==> config.mk <==
export PLATFORM = sky130hd
export DESIGN_NAME = riscv_core_id_input_t
export DESIGN_NICKNAME = d
export VERILOG_FILES = /design/src/rtl/riscv_core_id_input_t_pkg.sv /design/src/rtl/riscv_core_id_skid_t.sv /design/src/rtl/riscv_core_id_input_t.sv
export SDC_FILE = /design/constraint.sdc
export NUM_CORES = 1
export LEC_CHECK = 0
export CAP_MARGIN = 20
export CORE_ASPECT_RATIO = 1.75
export CORE_MARGIN = 10
export CORE_UTILIZATION = 47
export CTS_CLUSTER_DIAMETER = 60
export DETAILED_ROUTE_END_ITERATION = 8
export PLACE_DENSITY_LB_ADDON = 0.25
export SETUP_SLACK_MARGIN = 0.3
export SYNTH_ARGS = -nofsm -noshare
export SYNTH_HDL_FRONTEND = slang
export SYNTH_SLANG_ARGS = --single-unit
export TNS_END_PERCENT = 1
==> constraint.sdc <==
create_clock -name CLK -period 8.47 [get_ports CLK]
set_input_delay 0.847 -clock CLK [delete_from_list [all_inputs] [get_ports CLK]]
set_output_delay 0.847 -clock CLK [all_outputs]
set_load 0.02 [all_outputs]
==> src/rtl/riscv_core_id_input_t_pkg.sv <==
// Shared ID-input definitions: the canonical NOP, FSM states and counter widths.
package riscv_core_id_input_t_pkg;

    localparam logic [31:0] NOP_INSTR = 32'h00000013;
    localparam int          DROP_W    = 2;
    localparam int          OUTST_W   = 3;
    localparam int          SUM_W     = OUTST_W + 1;

    localparam logic [DROP_W-1:0] DROP_MAX = '1;

    typedef enum logic [1:0] {
        ST_IDLE     = 2'd0,
        ST_WAIT_RSP = 2'd1,
        ST_HOLD     = 2'd2
    } id_state_e;

endpackage

==> src/rtl/riscv_core_id_skid_t.sv <==
// One-entry holding register plus the mux that picks what decode sees:
// bubble first, then the held word, then the word arriving from memory.
module riscv_core_id_skid_t
    import riscv_core_id_input_t_pkg::*;
(
    input  logic        i_clk,
    input  logic        i_rst_n,
    input  logic        i_load,
    input  logic        i_discard,
    input  logic [31:0] i_rdata,
    input  logic        i_sel_direct,
    input  logic        i_sel_hold,
    input  logic        i_bubble,
    output logic [31:0] o_instr,
    output logic        o_valid,
    output logic        o_bubble
);

    logic [31:0] r_hold;

    always_ff @(posedge i_clk or negedge i_rst_n) begin
        if (!i_rst_n) begin
            r_hold <= NOP_INSTR;
        end else if (i_discard) begin
            r_hold <= NOP_INSTR;
        end else if (i_load) begin
            r_hold <= i_rdata;
        end
    end

    always_comb begin
        o_instr  = NOP_INSTR;
        o_valid  = 1'b0;
        o_bubble = 1'b0;
        if (i_bubble) begin
            o_valid  = 1'b1;
            o_bubble = 1'b1;
        end else if (i_sel_hold) begin
            o_instr = r_hold;
            o_valid = 1'b1;
        end else if (i_sel_direct) begin
            o_instr = i_rdata;
            o_valid = 1'b1;
        end
    end

endmodule

==> src/rtl/riscv_core_id_input_t.sv <==
// ID-stage input: PC/clear/stall registers, fetch-response tracking FSM,
// drop counter for responses orphaned by a flush, and the sticky overrun flag.
module riscv_core_id_input_t
    import riscv_core_id_input_t_pkg::*;
(
    input  logic        CLK,
    input  logic        RST,
    input  logic [31:0] r_id_pc_D,
    input  logic        r_id_pc_WE,
    input  logic        r_id_clear_D,
    input  logic        r_id_clear_WE,
    input  logic        r_id_stall_D,
    input  logic        r_id_stall_WE,
    input  logic [31:0] imem_rdata,
    input  logic        imem_rvalid,
    input  logic        id_ready,
    output logic [31:0] r_id_pc_Q,
    output logic        r_id_clear_Q,
    output logic        r_id_stall_Q,
    output logic [31:0] id_instr_Q,
    output logic        id_valid,
    output logic        id_bubble,
    output logic        id_overrun
);

    id_state_e          r_state;
    id_state_e          w_state_next;
    logic [DROP_W-1:0]  r_drop;
    logic [DROP_W-1:0]  w_drop_next;
    logic [OUTST_W-1:0] r_outst;
    logic [OUTST_W-1:0] w_outst_next;
    logic [OUTST_W-1:0] w_outst_left;
    logic [SUM_W-1:0]   w_drop_sum;
    logic               w_drop_ovf;
    logic               r_overrun;
    logic               w_overrun_set;
    logic               w_fetch;
    logic               w_fetch_drop;
    logic               w_flush;
    logic               w_rsp;
    logic               w_discard;
    logic               w_accept;
    logic               w_outst_dec;
    logic               w_load_hold;
    logic               w_sel_direct;
    logic               w_sel_hold;

    assign w_fetch      = r_id_pc_WE & ~r_id_stall_D & ~r_id_clear_D;
    assign w_fetch_drop = r_id_pc_WE & ~r_id_stall_D &  r_id_clear_D;
    assign w_flush      = r_id_clear_WE & r_id_clear_D;
    assign w_discard    = imem_rvalid & (r_drop != '0);
    assign w_rsp        = imem_rvalid & (r_drop == '0);
    // A pending bubble owns the decode handshake, so a real word cannot retire under it.
    assign w_accept     = id_ready & ~r_id_clear_Q;
    assign w_outst_dec  = w_rsp & (r_outst != '0);
    assign w_sel_direct = (r_state == ST_WAIT_RSP) & w_rsp;
    assign w_sel_hold   = (r_state == ST_HOLD);
    assign id_overrun   = r_overrun;

    always_comb begin
        w_outst_next = r_outst;
        if (w_outst_dec) begin
            w_outst_next = w_outst_next - 1'b1;
        end
        if (w_fetch && (w_outst_next != '1)) begin
            w_outst_next = w_outst_next + 1'b1;
        end
        if (w_flush) begin
            w_outst_next = '0;
        end
    end

    // Every response still in flight at a flush becomes a future drop.
    always_comb begin
        w_outst_left = r_outst - {{(OUTST_W-1){1'b0}}, w_outst_dec};
        w_drop_sum   = SUM_W'(r_drop)
                     + (w_flush ? SUM_W'(w_outst_left) : '0)
                     + SUM_W'(w_fetch_drop)
                     - SUM_W'(w_discard);
        w_drop_ovf   = (w_drop_sum > SUM_W'(DROP_MAX));
        w_drop_next  = w_drop_ovf ? DROP_MAX : w_drop_sum[DROP_W-1:0];
    end

    always_comb begin
        w_state_next  = r_state;
        w_load_hold   = 1'b0;
        w_overrun_set = w_drop_ovf;
        case (r_state)
            ST_IDLE: begin
                if (w_rsp) begin
                    w_overrun_set = 1'b1;
                end
                if (w_fetch) begin
                    w_state_next = ST_WAIT_RSP;
                end
            end
            ST_WAIT_RSP: begin
                if (w_rsp) begin
                    if (w_accept) begin
                        w_state_next = (w_outst_next != '0) ? ST_WAIT_RSP : ST_IDLE;
                    end else begin
                        w_load_hold  = 1'b1;
                        w_state_next = ST_HOLD;
                    end
                end
            end
            ST_HOLD: begin
                if (w_rsp) begin
                    w_overrun_set = 1'b1;
                end
                if (w_accept) begin
                    w_state_next = (w_outst_next != '0) ? ST_WAIT_RSP : ST_IDLE;
                end else if (w_fetch) begin
                    w_overrun_set = 1'b1;
                end
            end
            default: begin
                w_state_next = ST_IDLE;
            end
        endcase
        if (w_flush) begin
            w_state_next = ST_IDLE;
            w_load_hold  = 1'b0;
        end
    end

    always_ff @(posedge CLK or negedge RST) begin
        if (!RST) begin
            r_state      <= ST_IDLE;
            r_drop       <= '0;
            r_outst      <= '0;
            r_overrun    <= 1'b0;
            r_id_pc_Q    <= 32'h00000000;
            r_id_clear_Q <= 1'b0;
            r_id_stall_Q <= 1'b0;
        end else begin
            r_state   <= w_state_next;
            r_drop    <= w_drop_next;
            r_outst   <= w_outst_next;
            r_overrun <= r_overrun | w_overrun_set;
            if (r_id_pc_WE) begin
                r_id_pc_Q <= r_id_pc_D;
            end
            if (r_id_clear_WE) begin
                r_id_clear_Q <= r_id_clear_D;
            end
            if (r_id_stall_WE) begin
                r_id_stall_Q <= r_id_stall_D;
            end
        end
    end

    riscv_core_id_skid_t u_skid (
        .i_clk        (CLK),
        .i_rst_n      (RST),
        .i_load       (w_load_hold),
        .i_discard    (w_flush),
        .i_rdata      (imem_rdata),
        .i_sel_direct (w_sel_direct),
        .i_sel_hold   (w_sel_hold),
        .i_bubble     (r_id_clear_Q),
        .o_instr      (id_instr_Q),
        .o_valid      (id_valid),
        .o_bubble     (id_bubble)
    );

endmodule

Yosys cells after proc, flatten, opt, wreduce, memory -nomap -nowiden:

Cells that the tools add are included.

* register bits: 74
* latch bits: 0
* RAM bits: 0
* memory bits (read-only): 0
* bits of input ports: 73
* output and inout bits: 69
* word-level logic and storage cells: 71
* memories kept: 0

* add/sub/neg operators: 6
* multiply operators: 0
* divide/modulo/power cells: 0
* magnitude comparators: 1
* eq/ne operators: 6
* shift-type cells: 0
* mux-type cells: 29
* bitwise logic cells: 13
* reductions and logical operators: 8

Operators with widths (count)
* two-way mux 32 bit: 5
* two-way mux 1 bit: 12
* two-way mux 2 bit: 6
* two-way mux 3 bit: 4
* != test 3 bit (second input constant): 4
* bitwise AND 1 bit: 9
* one-hot mux 2 bit (3 select lines): 1
* nonzero test 3 bit: 2
* adder 2 x 3 -> 4 bit: 1
* adder 4 x 1 -> 4 bit: 1
* > comparator 4 x 2 -> 1 bit (second input constant): 1
* logical NOT 2 bit: 2
* nonzero test 2 bit: 2
* subtractor 4 x 1 -> 4 bit: 1
* adder 3 x 1 -> 3 bit (second input constant): 1
* inverter 1 bit: 3
* AND reduction 3 bit: 1
* subtractor 3 x 1 -> 3 bit: 1
* subtractor 3 x 1 -> 3 bit (second input constant): 1
* == test 2 x 1 -> 1 bit (second input constant): 1
* == test 2 bit (second input constant): 1
* one-hot mux 1 bit (2 select lines): 1
* logical AND 1 bit: 1
* bitwise OR 1 bit: 1

Logic depth before layout (Yosys ltp):

Gate-level depths: netlist of run 1.

* depth after elaboration: 14
* mapped depth: 14
* gate-level depth less buffers: 14

Hierarchy:

A second synthesis of run 1 with hierarchy kept.

* cells, all modules: 311
* area, all modules: 3774.9 sq um

Modules (own cells, without submodules)
* riscv_core_id_input_t: instances 1, cells each 157, area each 2029.4 sq um, seq. area each 1051.0 sq um
* riscv_core_id_skid_t: instances 1, cells each 154, area each 1745.4 sq um, seq. area each 804.5 sq um

Worst setup path before layout of run 1:

OpenSTA, ideal clock, no wires.

* path kind: input to register
* start point: input port imem_rvalid
* end point: register r_overrun (netlist: id_overrun)
* data arrival time: 3.056 ns
* required time: 8.398 ns
* setup slack: 5.342 ns
* cell stages on the path: 12
* buffers on the path: 0
* cell sequence: nor3b_4 and2_1 ha_1 ha_1 nand2b_1 ha_1 inv_1 ha_1 nor2b_1 o21a_1 a211o_1 nand4b_1

* word-level cells in the longest chain between the ends: 13
* elaborated cells on any way between the ends: 14

RTL lines
* from (decl): RTL line riscv_core_id_input_t.sv:15 `input logic imem_rvalid,`
* bitwise AND 1 bit: RTL line riscv_core_id_input_t.sv:52 `assign w_rsp = imem_rvalid & (r_drop == '0);`
* bitwise AND 1 bit: RTL line riscv_core_id_input_t.sv:55 `assign w_outst_dec = w_rsp & (r_outst != '0);`
* subtractor 3 x 1 -> 3 bit: RTL line riscv_core_id_input_t.sv:75 `w_outst_left = r_outst - {{(OUTST_W-1){1'b0}}, w_outst_dec};`
* two-way mux 3 bit: RTL line riscv_core_id_input_t.sv:77 `+ (w_flush ? SUM_W'(w_outst_left) : '0)`
* adder 2 x 3 -> 4 bit: RTL line riscv_core_id_input_t.sv:77
* adder 4 x 1 -> 4 bit: RTL line riscv_core_id_input_t.sv:78 `+ SUM_W'(w_fetch_drop)`
* subtractor 4 x 1 -> 4 bit: RTL line riscv_core_id_input_t.sv:79 `- SUM_W'(w_discard);`
* > comparator 4 x 2 -> 1 bit: RTL line riscv_core_id_input_t.sv:80 `w_drop_ovf = (w_drop_sum > SUM_W'(DROP_MAX));`
* two-way mux 1 bit: RTL line riscv_core_id_input_t.sv:90, riscv_core_id_input_t.sv:108
* two-way mux 1 bit: RTL line riscv_core_id_input_t.sv:113 `end else if (w_fetch) begin`
* two-way mux 1 bit: RTL line riscv_core_id_input_t.sv:111 `if (w_accept) begin`
* one-hot mux 1 bit (2 select lines) *: RTL line riscv_core_id_input_t.sv:88 `case (r_state)`
* bitwise OR 1 bit *: RTL line riscv_core_id_input_t.sv:140 `r_overrun <= r_overrun | w_overrun_set;`
* to (signal assigned): RTL line riscv_core_id_input_t.sv:140
* to (decl): RTL line riscv_core_id_input_t.sv:35 `logic r_overrun;`

Every way passes the cells marked *; elsewhere a longest branch is shown, timed or not.
A chain may end at the register's enable or synchronous reset.

Final worst setup path of run 1:

* start point: input port imem_rvalid
* end point: output port id_instr_Q[27]

* word-level cells in the longest chain between the ends: 5

RTL lines
* bitwise AND 1 bit: RTL line riscv_core_id_input_t.sv:52
* bitwise AND 1 bit: RTL line riscv_core_id_input_t.sv:56 `assign w_sel_direct = (r_state == ST_WAIT_RSP) & w_rsp;`
* two-way mux 32 bit: RTL line riscv_core_id_skid_t.sv:41 `end else if (i_sel_direct) begin`
* two-way mux 32 bit: RTL line riscv_core_id_skid_t.sv:38 `end else if (i_sel_hold) begin`
* two-way mux 32 bit: RTL line riscv_core_id_skid_t.sv:35 `if (i_bubble) begin`
* to (decl): RTL line riscv_core_id_input_t.sv:20 `output logic [31:0] id_instr_Q,`

Every way passes these cells.

==> results.cfg, run 1 <==
[outcome]
outcome = complete, no violations

[timing]
fin_hold_ws_ps = 507
fin_crit_sh_pct = 49.5
setup_tns_ps = 0
period_needed_ps = 4190
fin_ws_ps = 4280
finalHoldViolCount = 0
setup_viol = 0
fmax_mhz = 239
clock_skew_ps = 2.55
worst_pin_slew_ps = 991
rsz0062_at_grt = false
max_slew_margin_pct = 34.0
maxSlewViolCount = 0

[route]
drt_wl_total_um = 10200
ant_nets = 0
dr_total_vias = 2985
viasPerCell = 5.58
dr.pass1.iters = 5
route.detailed.drc = 0
drt_iter0_markers = 97
wl_per_cell_um = 19.0

[clocking]
cts_sinks = 74
cts_setup_buffers = 0
clock_latency_ps = 330
clockBufferDepth = 2
numCtsBuffers = 9
cts_hold_buffers = 0
clkSlewWorstSetupHoldPaths_ps = 60
root_buffer = clkbuf_16
post_cts_resized = 0
cts_tree = yes
htree_num_levels = 3

[floorplan]
start_util_pct = 47.7
die_h_um = 136
rows = 42
core_um2 = 7510
pin_count = 142
die_w_um = 86.0
dieArea_um2 = 11700

[logic_synthesis]
syn_inst = 308
synthArstFlopShare_pct = 100
synth_edf_count = 0
yosysSeqAreaShare_pct = 51.7
yosys_register_bits = 74
syn_nets = 393
synthFlopType = dfrtp_1
post_synth_num_cell_types = 45
netlist_area_um2 = 3590
yosys_warnings = 0
avgSynthCellArea_um2 = 11.6

[setup_path]
critical_path.max_fanout = 17
r2r_setup_slack_ps = 5400
slowest_stage = clkdlybuf4s50_1
arrival_ps = 3340
critPathTopFamily = buffers and inverters
crit_buf_inv = 3
path_class = input port to output port
endpoint_kind = output port
cp-start-kind = input port
crit_required_ps = 7620
slowest_delay_ps = 650
crit_path_frequent_cell = clkdlybuf4s50_1
path_cells = clkdlybuf4s50_1 -> nor3b_4 -> and3b_1 -> buf_8 -> a22oi_1 -> nor2_1 -> clkdlybuf4s50_1

[power_and_ir_drop]
vdd_drop_max_uv = 164
p_leak_nw = 2.25
power_switching_mw = 0.269
fin_total_pwr_mw = 1.05
power.internal_mw = 0.784
pwr-share-seq_pct = 38.6
p_sw_share_pct = 25.6
clock_power_share_pct = 40.5
combPwrFrac_pct = 20.9
power.density_nw_per_um2 = 196

[grt]
grt_pass1_wl_um = 16800
track_usage_pct = 18.0
antenna_found_initial = 0
grt_overflow = 0
grt_pass1_vias = 3325
grt_max_degree = 75

[place]
port_buffers = 141
dp_hpwl_um = 7580
pre_cts_ws_ps = 4220
gp_congestion = 0.873

[worst_hold_path]
min_path_type = flop to flop

[layout]
drive_gt1_share_pct = 13.6
layout_commonest_cell = clkdlybuf4s50_1
mostFrequentLayoutCells = clkdlybuf4s50_1, dfrtp_1, nor2_1, mux2_2
multi_input_comb_area_um2 = 1570
nNetsFinal = 527
fillerInstances = 573
regArea_um2 = 1860
utilization_pct = 71.6
area_delta_synth_final_pct = 49.9
antenna_cells = 0

[flow_run]
max_cap_viol_count = 0
-- cells by family (layout without fill, tap and decap cells) --
group           after synthesis  after routing  synth area share [%]
simple gates                 67             67                  9.42
flops                        74             74                  51.7
xor+xnor                      2              2                 0.488
fa+ha+maj                    12             12                  4.60
mux                          34             34                  10.7
buf+inv                      33            172                  4.53
compound gates               86             86                  18.6
-- power groups by stage --
stage               Combinational [mW]  Sequential [mW]  Clock, mW
floorplan                        0.102            0.425          0
global placement                 0.214            0.411          0
detailed placement               0.219            0.413          0
CTS                              0.223            0.407      0.435
global route                     0.243            0.412      0.448
finish                           0.220            0.407      0.427
-- routing by layer --
layer / vias up / track usage [%] / routed length (um)
met2: 111 / 30.0 / 5190
met1: 1464 / 18.8 / 3710
met3: 11 / 8.92 / 1160
li1: 1399 / - / -
met5: - / 0 / 0
met4: 0 / 6.62 / 104
-- registers in the layout, summed over array words and instances (netlist names) --
| register | count |
|---|---|
| u_skid.r_hold | 32 |
| r_state | 2 |
| r_id_stall_Q | 1 |
| r_drop | 2 |
| r_id_pc_Q | 32 |
| r_id_clear_Q | 1 |
| id_overrun | 1 |
| r_outst | 3 |
-- worst paths after layout --
kind / cells past startpoint / startpoint / end
worst min-delay path: 1 / r_id_pc_Q[7] / r_id_pc_Q[7]
worst max register to register: 12 / r_outst[1] / r_state[0]
worst min register to register: 1 / r_id_pc_Q[7] / r_id_pc_Q[7]
min in group asynchronous: 1 / RST / u_skid.r_hold[6]
worst max-delay path: 7 / imem_rvalid / id_instr_Q[27]
max in group asynchronous: 1 / RST / u_skid.r_hold[14]
-- cell type report --
type                            count  area share, %
Clock inverter                      5           1.91
Tap cell                           88           2.05
Multi-Input combinational cell    201           29.3
Timing Repair Buffer              146           27.2
Clock buffer                       11           4.33
Inverter                           10          0.698
Sequential cell                    74           34.5
-- worst register-to-register path, stage by stage, from the launching register on --
cell	delay, ps
dfrtp_1	400
inv_1	130
ha_1	180
nand2b_1	70
and2_1	210
ha_1	340
inv_1	100
ha_1	200
ha_1	220
or4b_1	560
or3_1	350
o31ai_1	80
a31oi_1	100
-- cells in the mapped netlist, types with 4 or more instances --
cell type  number  share of area [%]
mux2_2         34                 11
nor2_1         35                3.7
buf_2           7               0.98
a22o_1         29                7.1
nand2b_1        4               0.70
clkbuf_1        7               0.73
ha_1           10                3.5
nand2_1         8               0.84
a21oi_1         4               0.56
buf_4           4               0.84
dfrtp_1        71                 50
a22oi_1        29                6.1
inv_1          10                1.0
-- through the flow --
stage,instance area (um2),instances
6_report,5380,535
5_1_grt,5380,535
4_1_cts,5350,533
3_5_place_dp,5020,517
3_3_place_gp,5000,516
2_1_floorplan,3590,308
(Power assumes the default switching activity.)
==> run 2: changes to the inputs <==
- CORE_UTILIZATION: 47 -> 44
- clock period: 8.47 -> 4 ns (I/O delays scaled with it)
==> run 2 against run 1 <==
  * Sequential cell count is the same
  * First-iteration DRC count rose by 22%
  * Register-to-register slack worse by 4400 ps
  * Combinational power grew 110%
  * Total power rose by 100%
  * Largest power group is now sequential cells
  * Global-route usage shrank 0.80 points
  * Routed wire length is 2.9% higher
  * Count of clock-buffer cells in the layout unchanged
  * Sequential share of layout area increased by 0.41 points
==> results.cfg, run 2 (synthesized netlist as in run 1, its figures left out) <==
[layout]
layout_commonest_cell = clkdlybuf4s50_1
mostFrequentLayoutCells = clkdlybuf4s50_1, dfrtp_1, nor2_1, mux2_2
drive_gt1_share_pct = 13.6
final_area_um2 = 5310
fin_cells = 537
fillerInstances = 652
largestRegisters = r_id_pc_Q x32, u_skid.r_hold x32, r_outst x3
regArea_um2 = 1860
multi_input_comb_area_um2 = 1570
nNetsFinal = 527
area_delta_synth_final_pct = 48.1
antenna_cells = 0

[place]
gp_congestion = 0.798
dp.cells = 521
dpl_cell_area_um2 = 5030
port_buffers = 141
dp_hpwl_um = 7700

[grt]
grt_pass1_vias = 3182
grt_max_degree = 75
use_met3_pct = 5.55
grt_overflow = 0
track_usage_pct = 17.2
grt_use_met2_pct = 29.4
grt_pass1_wl_um = 16600
grt_busiest_layer = met2
antenna_found_initial = 0
use_met1_pct = 18.7

[setup_path]
path_class = input port to flop
arrival_ps = 3280
critPathTopFamily = adder cells
crit_buf_inv = 2
slowest_stage = clkdlybuf4s50_1
path_cells = clkdlybuf4s50_1 -> nor3b_4 -> and2_1 -> ha_1 -> ha_1 -> nand2b_1 -> ha_1 -> inv_1 -> ha_1 -> nor2b_1 -> o21a_1 -> o21bai_1 -> nand4_1
critical_path.max_fanout = 7
slowest_delay_ps = 490
crit_path_frequent_cell = ha_1
crit_required_ps = 4190
cp-start-kind = input port
endpoint_kind = flop

[floorplan]
rows = 43
die_w_um = 88.3
die_h_um = 139
start_util_pct = 45.1
pin_count = 142
core_um2 = 7960
dieArea_um2 = 12300

[clocking]
root_buffer = clkbuf_16
cts_tree = yes
post_cts_resized = 0
clkSlewWorstSetupHoldPaths_ps = 50
cts_setup_buffers = 0
numCtsBuffers = 9
cts_sinks = 74
clockBufferDepth = 2
cts_hold_buffers = 0
clock_latency_ps = 330
htree_num_levels = 3

[timing]
period_needed_ps = 3090
clock_skew_ps = 4.78
fmax_mhz = 324
finalHoldViolCount = 0
setup_viol = 0
setup_tns_ps = 0
worst_pin_slew_ps = 1040
maxSlewViolCount = 0
fin_crit_sh_pct = 77.1
rsz0062_at_grt = false
max_slew_margin_pct = 30.7

[flow_run]
max_cap_viol_count = 0

[route]
dr_total_vias = 3021
route.detailed.drc = 0
viasPerCell = 5.63
drt_wl_total_um = 10500
drt_iter0_markers = 118
wl_per_cell_um = 19.5
ant_nets = 0
dr.pass1.iters = 4

[worst_hold_path]
min_path_type = input port to asynchronous set/reset pin

[power_and_ir_drop]
power.density_nw_per_um2 = 397
p_leak_nw = 2.23
vdd_drop_max_uv = 287

[outcome]
outcome = complete, no violations
==> run 2: changes by cell type in the layout (fill, tap and decap cells not counted), sizes merged <==
cell,previous run,this run
bufinv,3,1
clkinv,1,2
clkinvlp,1,2
==> run 2: where the power goes <==
group / switching [mW] / internal [mW] / leakage, nW
logic: 0.224 / 0.243 / 1.16
clock network: 0.298 / 0.481 / 0.136
registers: 0.0541 / 0.810 / 0.929
total: 0.576 / 1.53 / 2.23
==> run 2: layout make-up <==
type                            instances  share of cell area (%)
Clock inverter                          5                    1.04
Timing Repair Buffer                  146                    27.2
Clock buffer                           11                    4.38
Tap cell                               90                    2.12
Inverter                               10                   0.706
Multi-Input combinational cell        201                    29.6
Sequential cell                        74                    34.9
==> run 2: metrics by stage <==
step	hold WS [ps]	util, %	total power, mW	setup slack, ps
2_1_floorplan	104	-	1.12	1230
3_3_place_gp	488	63.1	1.33	696
3_5_place_dp	492	63.1	1.34	591
4_1_cts	251	66.7	2.13	920
5_1_grt	281	66.7	2.21	689
6_report	199	66.7	2.11	915
==> run 2: layer usage <==
metal / wire length, um / part of all wire (%)
met1: 3770 / 36
met2: 5580 / 53
met3: 879 / 8.4
met4: 235 / 2.2
met5: 0 / 0
==> run 2: final timing paths <==
check	startpoint	end	slack, ps	depth (start not counted)
setup / recovery	imem_rvalid	r_drop[0]	910	13
hold / removal	RST	u_skid.r_hold[28]	200	1
setup reg to reg	r_outst[1]	r_drop[0]	970	14
hold reg to reg	u_skid.r_hold[24]	u_skid.r_hold[24]	510	1
max in group asynchronous	RST	r_id_pc_Q[25]	3190	1
min in group CLK	u_skid.r_hold[24]	u_skid.r_hold[24]	510	1
